$ cat config.mk
export PLATFORM = sky130hd
export DESIGN_NAME = base_tracker_flat
export DESIGN_NICKNAME = d
export VERILOG_FILES = /design/src/rtl/base_tracker_if.sv /design/src/rtl/base_tracker.sv /design/src/flat_wrapper.sv
export SDC_FILE = /design/constraint.sdc
export NUM_CORES = 1
export LEC_CHECK = 0
export CORE_UTILIZATION = 50
export CTS_BUF_LIST = sky130_fd_sc_hd__clkbuf_8 sky130_fd_sc_hd__clkbuf_16
export CTS_CLUSTER_SIZE = 14
export DETAILED_ROUTE_END_ITERATION = 16
export GPL_TIMING_DRIVEN = 0
export PLACE_DENSITY_LB_ADDON = 0.2
export SLEW_MARGIN = 20
export SYNTH_ARGS = -nofsm -noshare
export SYNTH_HDL_FRONTEND = slang
export SYNTH_SLANG_ARGS = --single-unit
$ cat constraint.sdc
create_clock -name clk -period 10.3 [get_ports clk]
set_clock_uncertainty 0.1 [all_clocks]
set_input_delay 2.06 -clock clk [delete_from_list [all_inputs] [get_ports clk]]
set_output_delay 2.06 -clock clk [all_outputs]
set_load 0.005 [all_outputs]
$ cat src/rtl/base_tracker_if.sv
// Event/result bundle for base_tracker: the scorer drives events, the tracker returns
// the field state and the per-event result pulses.
interface base_tracker_if #(
    parameter int unsigned NUM_BASES = 3,
    parameter int unsigned SCORE_W   = 8
);
    localparam int unsigned ADV_W = $clog2(NUM_BASES + 2);

    logic                 ev_valid;
    logic [1:0]           ev_type;
    logic [ADV_W-1:0]     ev_adv;
    logic [NUM_BASES-1:0] base;
    logic [ADV_W-1:0]     runs;
    logic                 runs_valid;
    logic [SCORE_W-1:0]   score;
    logic                 score_sat;
    logic [1:0]           outs;
    logic                 inning_end;
    logic                 ev_err;

    modport master (
        output ev_valid, ev_type, ev_adv,
        input  base, runs, runs_valid, score, score_sat, outs, inning_end, ev_err
    );

    modport slave (
        input  ev_valid, ev_type, ev_adv,
        output base, runs, runs_valid, score, score_sat, outs, inning_end, ev_err
    );
endinterface

$ cat src/rtl/base_tracker.sv
// Baseball field-state tracker: applies hit/walk/out/clear events to base occupancy,
// outs and a saturating cumulative score, with all results registered (latency 1).
module base_tracker #(
    parameter int unsigned NUM_BASES       = 3,
    parameter int unsigned SCORE_W         = 8,
    parameter int unsigned OUTS_PER_INNING = 3
) (
    input  logic           clk,
    input  logic           reset_n,
    base_tracker_if.slave  bus
);
    localparam int unsigned ADV_W = $clog2(NUM_BASES + 2);
    localparam int unsigned EXT_W = 2 * NUM_BASES + 1;
    localparam logic [SCORE_W-1:0] SCORE_MAX = '1;

    localparam logic [1:0] EV_HIT   = 2'd0;
    localparam logic [1:0] EV_WALK  = 2'd1;
    localparam logic [1:0] EV_OUT   = 2'd2;
    localparam logic [1:0] EV_CLEAR = 2'd3;

    logic [NUM_BASES-1:0] base_q, base_d;
    logic [ADV_W-1:0]     runs_q, runs_d;
    logic                 rv_q, rv_d;
    logic [SCORE_W-1:0]   score_q, score_d;
    logic                 sat_q, sat_d;
    logic [1:0]           outs_q, outs_d;
    logic                 ie_q, ie_d;
    logic                 err_q, err_d;

    logic [EXT_W-1:0]     ext;
    logic                 chain;
    logic [SCORE_W:0]     sum;

    // Next-state and result computation for the event presented this cycle.
    always_comb begin
        base_d  = base_q;
        outs_d  = outs_q;
        score_d = score_q;
        sat_d   = sat_q;
        runs_d  = '0;
        rv_d    = 1'b0;
        ie_d    = 1'b0;
        err_d   = 1'b0;
        ext     = '0;
        chain   = 1'b0;
        sum     = '0;

        if (bus.ev_valid) begin
            rv_d = 1'b1;
            unique case (bus.ev_type)
                EV_HIT: begin
                    if (bus.ev_adv >= ADV_W'(1) && bus.ev_adv <= ADV_W'(NUM_BASES)) begin
                        // Runners pushed past the last base score; batter lands on base adv-1.
                        ext = (EXT_W'(base_q) << bus.ev_adv)
                            | (EXT_W'(1) << (bus.ev_adv - ADV_W'(1)));
                        base_d = ext[NUM_BASES-1:0];
                        for (int i = NUM_BASES; i < EXT_W; i++) begin
                            runs_d = runs_d + ADV_W'(ext[i]);
                        end
                    end else if (bus.ev_adv == ADV_W'(NUM_BASES + 1)) begin
                        base_d = '0;
                        runs_d = ADV_W'(1);
                        for (int i = 0; i < NUM_BASES; i++) begin
                            runs_d = runs_d + ADV_W'(base_q[i]);
                        end
                    end else begin
                        err_d = 1'b1;
                    end
                end
                EV_WALK: begin
                    // A runner advances only while the chain of occupied bases behind it is unbroken.
                    chain = 1'b1;
                    for (int i = 0; i < NUM_BASES; i++) begin
                        base_d[i] = base_q[i] | chain;
                        chain     = chain & base_q[i];
                    end
                    runs_d = ADV_W'(chain);
                end
                EV_OUT: begin
                    if (outs_q + 2'd1 == 2'(OUTS_PER_INNING)) begin
                        base_d = '0;
                        outs_d = 2'd0;
                        ie_d   = 1'b1;
                    end else begin
                        outs_d = outs_q + 2'd1;
                    end
                end
                EV_CLEAR: begin
                    base_d = '0;
                    outs_d = 2'd0;
                end
                default: ;
            endcase

            sum = (SCORE_W + 1)'(score_q) + (SCORE_W + 1)'(runs_d);
            if (sum >= {1'b0, SCORE_MAX}) begin
                score_d = SCORE_MAX;
                sat_d   = 1'b1;
            end else begin
                score_d = sum[SCORE_W-1:0];
            end
        end
    end

    always_ff @(posedge clk or negedge reset_n) begin
        if (!reset_n) begin
            base_q  <= '0;
            runs_q  <= '0;
            rv_q    <= 1'b0;
            score_q <= '0;
            sat_q   <= 1'b0;
            outs_q  <= 2'd0;
            ie_q    <= 1'b0;
            err_q   <= 1'b0;
        end else begin
            base_q  <= base_d;
            runs_q  <= runs_d;
            rv_q    <= rv_d;
            score_q <= score_d;
            sat_q   <= sat_d;
            outs_q  <= outs_d;
            ie_q    <= ie_d;
            err_q   <= err_d;
        end
    end

    assign bus.base       = base_q;
    assign bus.runs       = runs_q;
    assign bus.runs_valid = rv_q;
    assign bus.score      = score_q;
    assign bus.score_sat  = sat_q;
    assign bus.outs       = outs_q;
    assign bus.inning_end = ie_q;
    assign bus.ev_err     = err_q;
endmodule

$ cat src/flat_wrapper.sv
// flat-port wrapper written by rule: the top's interface ports become plain ports
module base_tracker_flat 
#(
    parameter int unsigned NUM_BASES       = 3,
    parameter int unsigned SCORE_W         = 8,
    parameter int unsigned OUTS_PER_INNING = 3
)
  (clk, reset_n, bus_ev_valid, bus_ev_type, bus_ev_adv, bus_base, bus_runs, bus_runs_valid, bus_score, bus_score_sat, bus_outs, bus_inning_end, bus_ev_err);
  base_tracker_if #(.NUM_BASES(NUM_BASES), .SCORE_W(SCORE_W)) bus_i ();
  input  logic clk;
  input  logic reset_n;
  input wire logic [$bits(bus_i.ev_valid)-1:0] bus_ev_valid;
  input wire logic [$bits(bus_i.ev_type)-1:0] bus_ev_type;
  input wire logic [$bits(bus_i.ev_adv)-1:0] bus_ev_adv;
  output wire logic [$bits(bus_i.base)-1:0] bus_base;
  output wire logic [$bits(bus_i.runs)-1:0] bus_runs;
  output wire logic [$bits(bus_i.runs_valid)-1:0] bus_runs_valid;
  output wire logic [$bits(bus_i.score)-1:0] bus_score;
  output wire logic [$bits(bus_i.score_sat)-1:0] bus_score_sat;
  output wire logic [$bits(bus_i.outs)-1:0] bus_outs;
  output wire logic [$bits(bus_i.inning_end)-1:0] bus_inning_end;
  output wire logic [$bits(bus_i.ev_err)-1:0] bus_ev_err;
  assign bus_i.ev_valid = bus_ev_valid;
  assign bus_i.ev_type = bus_ev_type;
  assign bus_i.ev_adv = bus_ev_adv;
  assign bus_base = bus_i.base;
  assign bus_runs = bus_i.runs;
  assign bus_runs_valid = bus_i.runs_valid;
  assign bus_score = bus_i.score;
  assign bus_score_sat = bus_i.score_sat;
  assign bus_outs = bus_i.outs;
  assign bus_inning_end = bus_i.inning_end;
  assign bus_ev_err = bus_i.ev_err;
  base_tracker #(.NUM_BASES(NUM_BASES), .SCORE_W(SCORE_W), .OUTS_PER_INNING(OUTS_PER_INNING)) u_core (.clk(clk), .reset_n(reset_n), .bus(bus_i));
endmodule
==> Word level (Yosys, flattened, before mapping) <==
Cells that the tools add are included.
{ "word_totals": {"out_inout_bits": 20, "inputBits": 8, "register_bits": 20, "wordCells": 60} }
{ "op_classes": {"shifts": 2, "mux": 20, "eq_ne": 7, "bitwise": 5, "n_reduce_logical": 6, "add_sub_neg": 9, "order_cmp": 3} }
{ "op_table": {"columns": ["cell", "n"], "rows": [
  ["2-to-1 mux 3 bit", 7],
  ["adder 3 x 1 -> 3 bit", 4],
  ["case mux 3 bit (4 select lines)", 1],
  ["adder 8 x 3 -> 9 bit", 1],
  [">= comparator 9 x 8 -> 1 bit, second input constant", 1],
  ["2-to-1 mux 1 bit", 8],
  ["2-to-1 mux 8 bit", 1],
  ["bitwise OR 7 bit", 1],
  ["left shift 1 x 3 -> 7 bit, first input constant", 1],
  ["left shift 3 x 3 -> 7 bit", 1],
  ["equality test 2 bit, second input constant", 3],
  ["case mux 3 bit (2 select lines)", 1],
  ["case mux 2 bit (2 select lines)", 1],
  ["AND reduction 2 bit", 2],
  ["equality test 3 bit, second input constant", 1],
  [">= comparator 3 x 1 -> 1 bit, second input constant", 1],
  ["less-or-equal comparator 3 x 2 -> 1 bit, second input constant", 1],
  ["inequality test 3 x 1 -> 1 bit, second input constant", 1],
  ["AND reduction 3 bit", 1],
  ["subtractor 3 x 1 -> 3 bit, second input constant", 1],
  ["adder 1 x 1 -> 2 bit", 1],
  ["adder 1 x 1 -> 2 bit, first input constant", 1],
  ["adder 2 x 1 -> 2 bit, second input constant", 1],
  ["bitwise AND 1 bit", 2],
  ["other kinds (7)", 8]
]} }

==> Longest topological paths before layout <==
Gate-level depths: netlist of the first run.
{ "logic_depth": {"depth_word": 12, "depth_mapped": 18, "depth_no_buf": 17} }

==> Worst setup path before layout of the first run <==
No wires, ideal clock.
{ "synth_timing": {"kind": "input to register", "start": "input port bus_ev_adv[1]", "end": "register u_core.score_q[5], in the netlist u_core.bus.score[5]", "t_arrival_ps": 5294, "required_time_ps": 10135, "setup_time_ps": 65, "stages": 17, "path_buffers": 0, "path_slack_ps": 4841, "cell_sequence": "nor2_1 ha_1 a221oi_1 nor2_1 ha_1 inv_1 fa_1 nand2b_1 nand3_1 ha_1 inv_1 fa_1 inv_1 a21oi_2 or3b_1 nand2_1 mux2_2"} }
{ "synth_via": {"elab_chain_len": 12, "elab_cells_between_ends": 18, "cone_classes": "add/sub (5); order compare (3); eq/ne (1); shift (2); mux (5); bitwise (1); reduce/logical (1)"} }
{ "synth_lines": {"columns": ["item", "line", "rtl"], "rows": [
  ["start: declaration", "flat_wrapper.sv:14", "input wire logic [$bits(bus_i.ev_adv)-1:0] bus_ev_adv;"],
  ["subtractor 3 x 1 -> 3 bit", "base_tracker.sv:55", "| (EXT_W'(1) << (bus.ev_adv - ADV_W'(1)));"],
  ["left shift 1 x 3 -> 7 bit", "base_tracker.sv:55", null],
  ["bitwise OR 7 bit", "base_tracker.sv:55", null],
  ["adder 1 x 1 -> 2 bit", "base_tracker.sv:58", "runs_d = runs_d + ADV_W'(ext[i]);"],
  ["adder 3 x 1 -> 3 bit (2 in series)", "base_tracker.sv:58", null],
  ["2-to-1 mux 3 bit *", "base_tracker.sv:52", "if (bus.ev_adv >= ADV_W'(1) && bus.ev_adv <= ADV_W'(NUM_BASES)) begin"],
  ["case mux 3 bit (2 select lines) *", "base_tracker.sv:50", "unique case (bus.ev_type)"],
  ["2-to-1 mux 3 bit *", "base_tracker.sv:48", "if (bus.ev_valid) begin"],
  ["adder 8 x 3 -> 9 bit *", "base_tracker.sv:95", "sum = (SCORE_W + 1)'(score_q) + (SCORE_W + 1)'(runs_d);"],
  [">= comparator 9 x 8 -> 1 bit", "base_tracker.sv:96", "if (sum >= {1'b0, SCORE_MAX}) begin"],
  ["2-to-1 mux 8 bit *", "base_tracker.sv:96", null],
  ["end signal: assignment", "base_tracker.sv:119", "score_q <= score_d;"],
  ["end: declaration", "base_tracker.sv:24", "logic [SCORE_W-1:0] score_q, score_d;"]
]} }
Mark *: on every way between the ends. The rest lies on a longest branch, timed or not. The select of a mux whose other input is x is not followed.
A chain may end at the register's enable or synchronous reset.

==> Worst setup path in the final report of the first run <==
{ "layout_timing": {"start": "input port bus_ev_adv[0]", "end": "register u_core.score_q[3], in the netlist u_core.bus.score[3]"} }
Same word-level chain as after synthesis.

==> metrics.md, run 1 <==
| Metric | Value |
|---|---|
| Status | finished clean |
| Share of the synthesized area in the top cell type | 36.9% |
| CTS Buffer Depth | 2 |
| Pre-CTS setup slack | 3.92 ns |
| Worst Hold End | u_core.bus.score_sat$_DFFE_PN0P_ |
| Max Freq | 0.163 GHz |
| # DRC | 0 |
| Leakage | 0.000787 µW |
| Clock edge transition at the registers on the reported setup and hold paths | 0.08 ns |
| Hold Crit Depth | 2 |
| Critical path endpoint category | flop |
| Cell-internal power | 199 µW |
| CP max FO | 6 |
| Cell depth of the worst flop-to-flop path | 17 |
| Final-stage net count | 190 |
| Tot Pwr | 289 µW |
| Primary FF master, synth | dfrtp_1 |
| Net Sw Power | 89.7 µW |
| CP Data Required Time | 10.41 ns |
| HP Start | u_core.bus.score_sat$_DFFE_PN0P_ |
| Hold WS | 0.409 ns |
| Vias in the first global route | 1118 |
| Final Cycle Share | 59.7% |
| Mapped Area | 1360 µm² |
| Global placer's final weighted congestion | 0.819 |
| Pins Over Slew Limit | 0 |
| Worst vdd ir | 0.132 mV |
| CTS resizes | 0 |
| Drt wl/cell | 14.5 µm |
| First-pass GRT wire length | 4.98 mm |
| Post-synthesis net count | 159 |
| FF+latch count, synth | 20 |
| Leading area contributor after synthesis | dfrtp_1 |
| CP arrival | 6.26 ns |
| Cells after Synth | 141 |
| Tot GR Track Use | 23.9% |
| Core Area | 2520 µm² |
| Worst setup SP type | input pin |
| Yosys warns | 0 |
| Worst hold path type | reg -> reg |
| Area Growth Syn to Fin | 27.2% |
| Logic pwr share | 33.7% |
| Die ar. | 2920 µm² |
| FF-to-FF End | u_core.bus.score[3]$_DFFE_PN0P_ |
| Share of cells above drive strength 1 | 9.36% |
| Horiz. Die Dim | 54.1 µm |
| Setup Total Neg Slack | 0 ns |
| Post-synth top cells | 20 x dfrtp_1, 14 x nor2_1, 10 x inv_1, 8 x nand2_1 |
| Critical path class | in -> reg |
| Clk root buf | clkbuf_8 |
| Hold Fails Final Rpt | 0 |
| Critical path origin | bus_ev_adv[0] |
| Chip Height | 54.1 µm |
| CTS tree | built |
| RSZ-0062 raised after global routing | false |
| Pwr dens | 167 nW/µm² |
| Post-synth EDFFs | 0 |
| Post-Route WL | 2.92 mm |
| Clock Latency Late Sink | 0.26 ns |
| Num CTS Buffers | 3 |
| Most numerous cell in the Yosys netlist | dfrtp_1 |
| # hold bufs at CTS | 0 |
| Min Tclk post-route | 6.15 ns |
| R2r setup slk | 6.47 ns |
| Dpl cells | 197 |
| Post-CTS Setup Bufs | 0 |
| Register area share after synthesis | 36.9% |
| Cell row count | 18 |
| H-Tree Depth | 1 |
| Avg Cell Area, Syn | 9.62 µm² |
| R2R Path Start | u_core.bus.base[0]$_DFFE_PN0P_ |
| Drt first pass iters | 4 |
| Seq pwr share | 38.4% |
| DP Wirelength | 2.20 mm |
| Max-cap violations | 0 |
| Largest net degree at the start of global routing | 21 |
| Final setup viols | 0 |
| Vias post-DR | 1192 |
| Post-route ant nets | 0 |
| Sink Count | 20 |
| Synth cell types | 49 |
| Final Worst Setup Slack | 4.15 ns |
| Ys async rst share | 100% |
| Cells taking the most area after synthesis | dfrtp_1 37%, ha_1 6.5%, fa_1 4.4% |
| Worst slew pin tran | 0.874 ns |
| Sw Share | 31.0% |
| Initial antenna violation count | 0 |
| Max-slew headroom | 41.5% |
| Vias/cell | 5.93 |
| Layout Cells excl Fill | 201 |
| Starting DRT DRC Count | 25 |
| Total gr overflow | 0 |
| IO Pins | 28 |
| PortBufs | 26 |
| Initial Utilization | 53.8% |
| Part of the power in the clock network | 27.9% |
| Number of diodes | 0 |
through the flow:
step	cell area (µm²)	utilization, %
finish	1730	68.4
global route	1730	68.4
floorplan	1360	-
CTS	1730	68.4
detailed placement	1650	65.6
global placement	1650	65.6
power by group through the flow:
stage | registers (µW) | logic (µW) | clock network [µW]
4_1_cts | 111 | 98.5 | 81.7
3_5_place_dp | 112 | 98.0 | 0
6_report | 111 | 97.5 | 80.5
2_1_floorplan | 110 | 53.8 | 0
5_1_grt | 114 | 110 | 84.8
3_3_place_gp | 111 | 94.9 | 0
cell families (layout without fill, tap and decap cells):
group	Yosys count	count (layout)	synth area share (%)
adder cells (fa/ha/maj)	10	10	10.9
XOR/XNOR	2	2	1.29
buffers and inverters	16	46	5.90
AO/OA/AOI/OAI	39	39	20.9
AND/OR/NAND/NOR	50	50	20.9
multiplexers	4	4	3.23
flip-flops	20	20	36.9
layer usage:
layer / GRT usage, % / wire [µm]
met1: 32.6 / 1360
met2: 37.4 / 1420
met3: 2.54 / 96
met4: 12.0 / 42
met5: 0 / 0
worst max path at each step:
stage / to / slack (ns) / cells after the start
final: u_core.bus.score[3]$_DFFE_PN0P_ / 4.15 / 18
after global routing: u_core.bus.score[4]$_DFFE_PN0P_ / 3.90 / 18
after CTS: u_core.bus.score[3]$_DFFE_PN0P_ / 4.15 / 18
after detailed placement: u_core.bus.score[4]$_DFFE_PN0P_ / 3.92 / 18
after global placement: u_core.bus.score[4]$_DFFE_PN0P_ / 4.08 / 18
after floorplan: u_core.bus.score[5]$_DFFE_PN0P_ / 4.84 / 17
layout make-up:
class                      count  area [µm²]
clock inverter                 1        30.0
inverter                      10        37.5
clock buffer                   3        41.3
sequential                    20         500
buffer                         6        42.5
multi-input combinational    105         776
fill                         197         797
tap                           30        37.5
timing repair buffer          26         260
layout by cell type, fill, tap and decap left out, drive strengths merged, types with 3 or more instances in the layout:
cell / n
clkdlybuf4s50: 26
nor4: 3
nor2b: 3
buf: 6
o21a: 6
nand2: 9
a21oi: 5
ha: 7
fa: 3
nor3: 3
clkbuf: 3
a31oi: 7
dfrtp: 20
a21o: 4
nand3: 4
inv: 10
a22o: 4
mux2: 3
nor2: 14
o21ai: 3
registers in the layout, indices dropped and copies added, names as in the netlist:
| name | count |
|---|---|
| u_core.bus.score | 8 |
| u_core.bus.inning_end | 1 |
| u_core.bus.runs_valid | 1 |
| u_core.bus.score_sat | 1 |
| u_core.bus.outs | 2 |
| u_core.bus.runs | 3 |
| u_core.bus.base | 3 |
| u_core.bus.ev_err | 1 |
worst max-delay path, stage by stage:
cell	delay, ns
clkdlybuf4s50_1	0.53
nor2_1	0.29
ha_1	0.35
a221oi_1	0.33
nor2_1	0.09
ha_1	0.28
inv_1	0.05
fa_1	0.43
nand2b_1	0.17
nand3_1	0.12
ha_1	0.18
inv_1	0.06
fa_1	0.40
inv_1	0.10
a21oi_2	0.09
or3b_1	0.48
nand3_1	0.13
o21a_1	0.12
Note: power is estimated with default switching activity, not from simulation.
==> run 2, diff against run 1 <==
==> constraint.sdc (replaced) <==
create_clock -name clk -period 5.9 [get_ports clk]
set_clock_uncertainty 0.1 [all_clocks]
set_input_delay 1.18 -clock clk [delete_from_list [all_inputs] [get_ports clk]]
set_output_delay 1.18 -clock clk [all_outputs]
set_load 0.005 [all_outputs]
==> results of run 2 <==
Same layout as run 1 (identical final DEF). Status: finished clean.
Among the figures that moved: setup slack after placement 3.92 ns -> 0.402 ns; setup slack after layout 4.15 ns -> 0.630 ns; register-to-register setup slack 6.47 ns -> 2.07 ns; total power 289 µW -> 504 µW; worst IR drop on VDD 0.132 mV -> 0.230 mV
==> edit (settings of run 2) <==
`NUM_BASES` is set to 3 in 3 places; all go to 6.
--- a/src/rtl/base_tracker_if.sv
+++ b/src/rtl/base_tracker_if.sv
@@ -1,7 +1,7 @@
 // Event/result bundle for base_tracker: the scorer drives events, the tracker returns
 // the field state and the per-event result pulses.
 interface base_tracker_if #(
-    parameter int unsigned NUM_BASES = 3,
+    parameter int unsigned NUM_BASES = 6,
     parameter int unsigned SCORE_W   = 8
 );
     localparam int unsigned ADV_W = $clog2(NUM_BASES + 2);
--- a/src/rtl/base_tracker.sv
+++ b/src/rtl/base_tracker.sv
@@ -1,7 +1,7 @@
 // Baseball field-state tracker: applies hit/walk/out/clear events to base occupancy,
 // outs and a saturating cumulative score, with all results registered (latency 1).
 module base_tracker #(
-    parameter int unsigned NUM_BASES       = 3,
+    parameter int unsigned NUM_BASES       = 6,
     parameter int unsigned SCORE_W         = 8,
     parameter int unsigned OUTS_PER_INNING = 3
 ) (
--- a/src/flat_wrapper.sv
+++ b/src/flat_wrapper.sv
@@ -1,7 +1,7 @@
 // flat-port wrapper written by rule: the top's interface ports become plain ports
 module base_tracker_flat 
 #(
-    parameter int unsigned NUM_BASES       = 3,
+    parameter int unsigned NUM_BASES       = 6,
     parameter int unsigned SCORE_W         = 8,
     parameter int unsigned OUTS_PER_INNING = 3
 )
Ports: changed (resized bus_base); port bits go from 28 to 31. The function was not compared with the original's and may differ.
==> edit against run 2 <==
Design area rose by 39%; setup slack lost 0.43 ns; clock power fell by 31%; via count increased by 40%; routed wire length up 47%; sequential share of layout area shrank 5.1 points; count of clock-buffer cells in the layout unchanged; total power grew 33%; core utilization up 1.5 points; final cell count increased by 48%; sequential cell count up 3; fmax shrank 7.6%; area after synthesis up 36%; largest power group is now combinational logic; highest routed layer unchanged.
==> edit: results (changes against run 2) <==
status completed (unchanged); syn_nets 229 (was 159); Max Slew Vio Count 0 (unchanged); XOR/XNOR share of the synthesized area 2.378% (was 1.292%); Worst R2R End u_core.bus.score[7] (was u_core.bus.score[3]); worst flop-to-flop path startpoint u_core.bus.base[0] (unchanged); met3 WL 247 um (was 96 um); Commonest cells post-synth dfrtp_1 (23), nand2_1 (18), a21oi_1 (17) (was dfrtp_1 (20), nor2_1 (14), inv_1 (10)); multiplexer share of the synthesized area 5.231% (was 3.229%); adder-cell area share of the yosys netlist 14.40% (was 10.89%); Yosys cell types 51 (was 49); area occupied by multi-input gates 1192 um2 (was 775.7 um2); relative slew slack 66.07% (was 41.52%); vias per cell 5.620 (was 5.930); worst vdd ir 0.1912 mV (was 0.2298 mV); CTS Sinks 23 (was 20); final core utilization 69.87% (was 68.40%); leakage 1.074 nW (was 0.7874 nW); Setup WS pre-CTS -1.018 ns (was 0.4016 ns); sequential-to-total area share from yosys stat 31.25% (was 36.90%); 1st-iter DRT viols 110 (was 25); first-pass GRT wire length 7.155 mm (was 4.981 mm); Post-DP HPWL 3.032 mm (was 2.195 mm); clock-cell share of area 1.925% (was 4.133%); number of global-route vias before repair 1,523 (was 1,118); routability cong. 0.8464 (was 0.8193); # fillers 291 (was 197); Register Area 575.6 um2 (was 500.5 um2); CTS Root Buffer Type clkbuf_8 (unchanged); synthesized instance count 204 (was 141); non-clock buffer count 53 (was 32); Worst Hold Slack 0.4281 ns (was 0.4088 ns); largest net degree at the start of global routing 24 (was 21); FF-to-FF path depth 19 (was 17); met1 Track Usage GR 33.61% (was 32.58%); non-clk buf share 19.67% (was 17.55%); GR Layer Usage met2 35.19% (was 37.45%); R2R Setup Slk 0.81 ns (was 2.07 ns); Placed Area 2190 um2 (was 1654 um2); gr usage total 22.80% (was 23.94%); compound-cell area share of the yosys netlist 21.40% (was 20.94%); multi-input gates 155 (was 105); crit path DAT 5.75 ns (was 5.38 ns); fraction of layout cells with a size suffix above 1 17.53% (was 9.357%); DIE AREA 3930 um2 (was 2925 um2); worst hold stages 1 (was 2); nets 277 (was 190)
## edit: critical path: stages
cell	delay [ns]
clkdlybuf4s15_2	0.21
buf_6	0.13
buf_8	0.11
mux2i_1	0.19
o21ai_1	0.08
a21o_1	0.17
ha_1	0.26
inv_1	0.04
fa_1	0.46
fa_1	0.52
inv_1	0.04
ha_1	0.21
fa_2	0.35
xor2_1	0.18
o221ai_1	0.24
nor2_1	0.10
ha_1	0.37
a21oi_2	0.10
a211oi_2	0.28
and3_1	0.19
mux2_1	0.32
## edit: power breakdown
part	switching (W)	leakage [nW]	internal (W)	total, W
sequential	0.0000490	0.292	0.000190	0.000239
combinational	0.000156	0.756	0.000179	0.000335
clock	0.0000497	0.0255	0.0000471	0.0000968
## edit: timing repair
item | CTS | global route
pin swaps | 2 | 13
cloned | 0 | 0
setup endpoints to repair | 9 | 7
buffers inserted | 3 | 12
gates resized for setup | 9 | 14
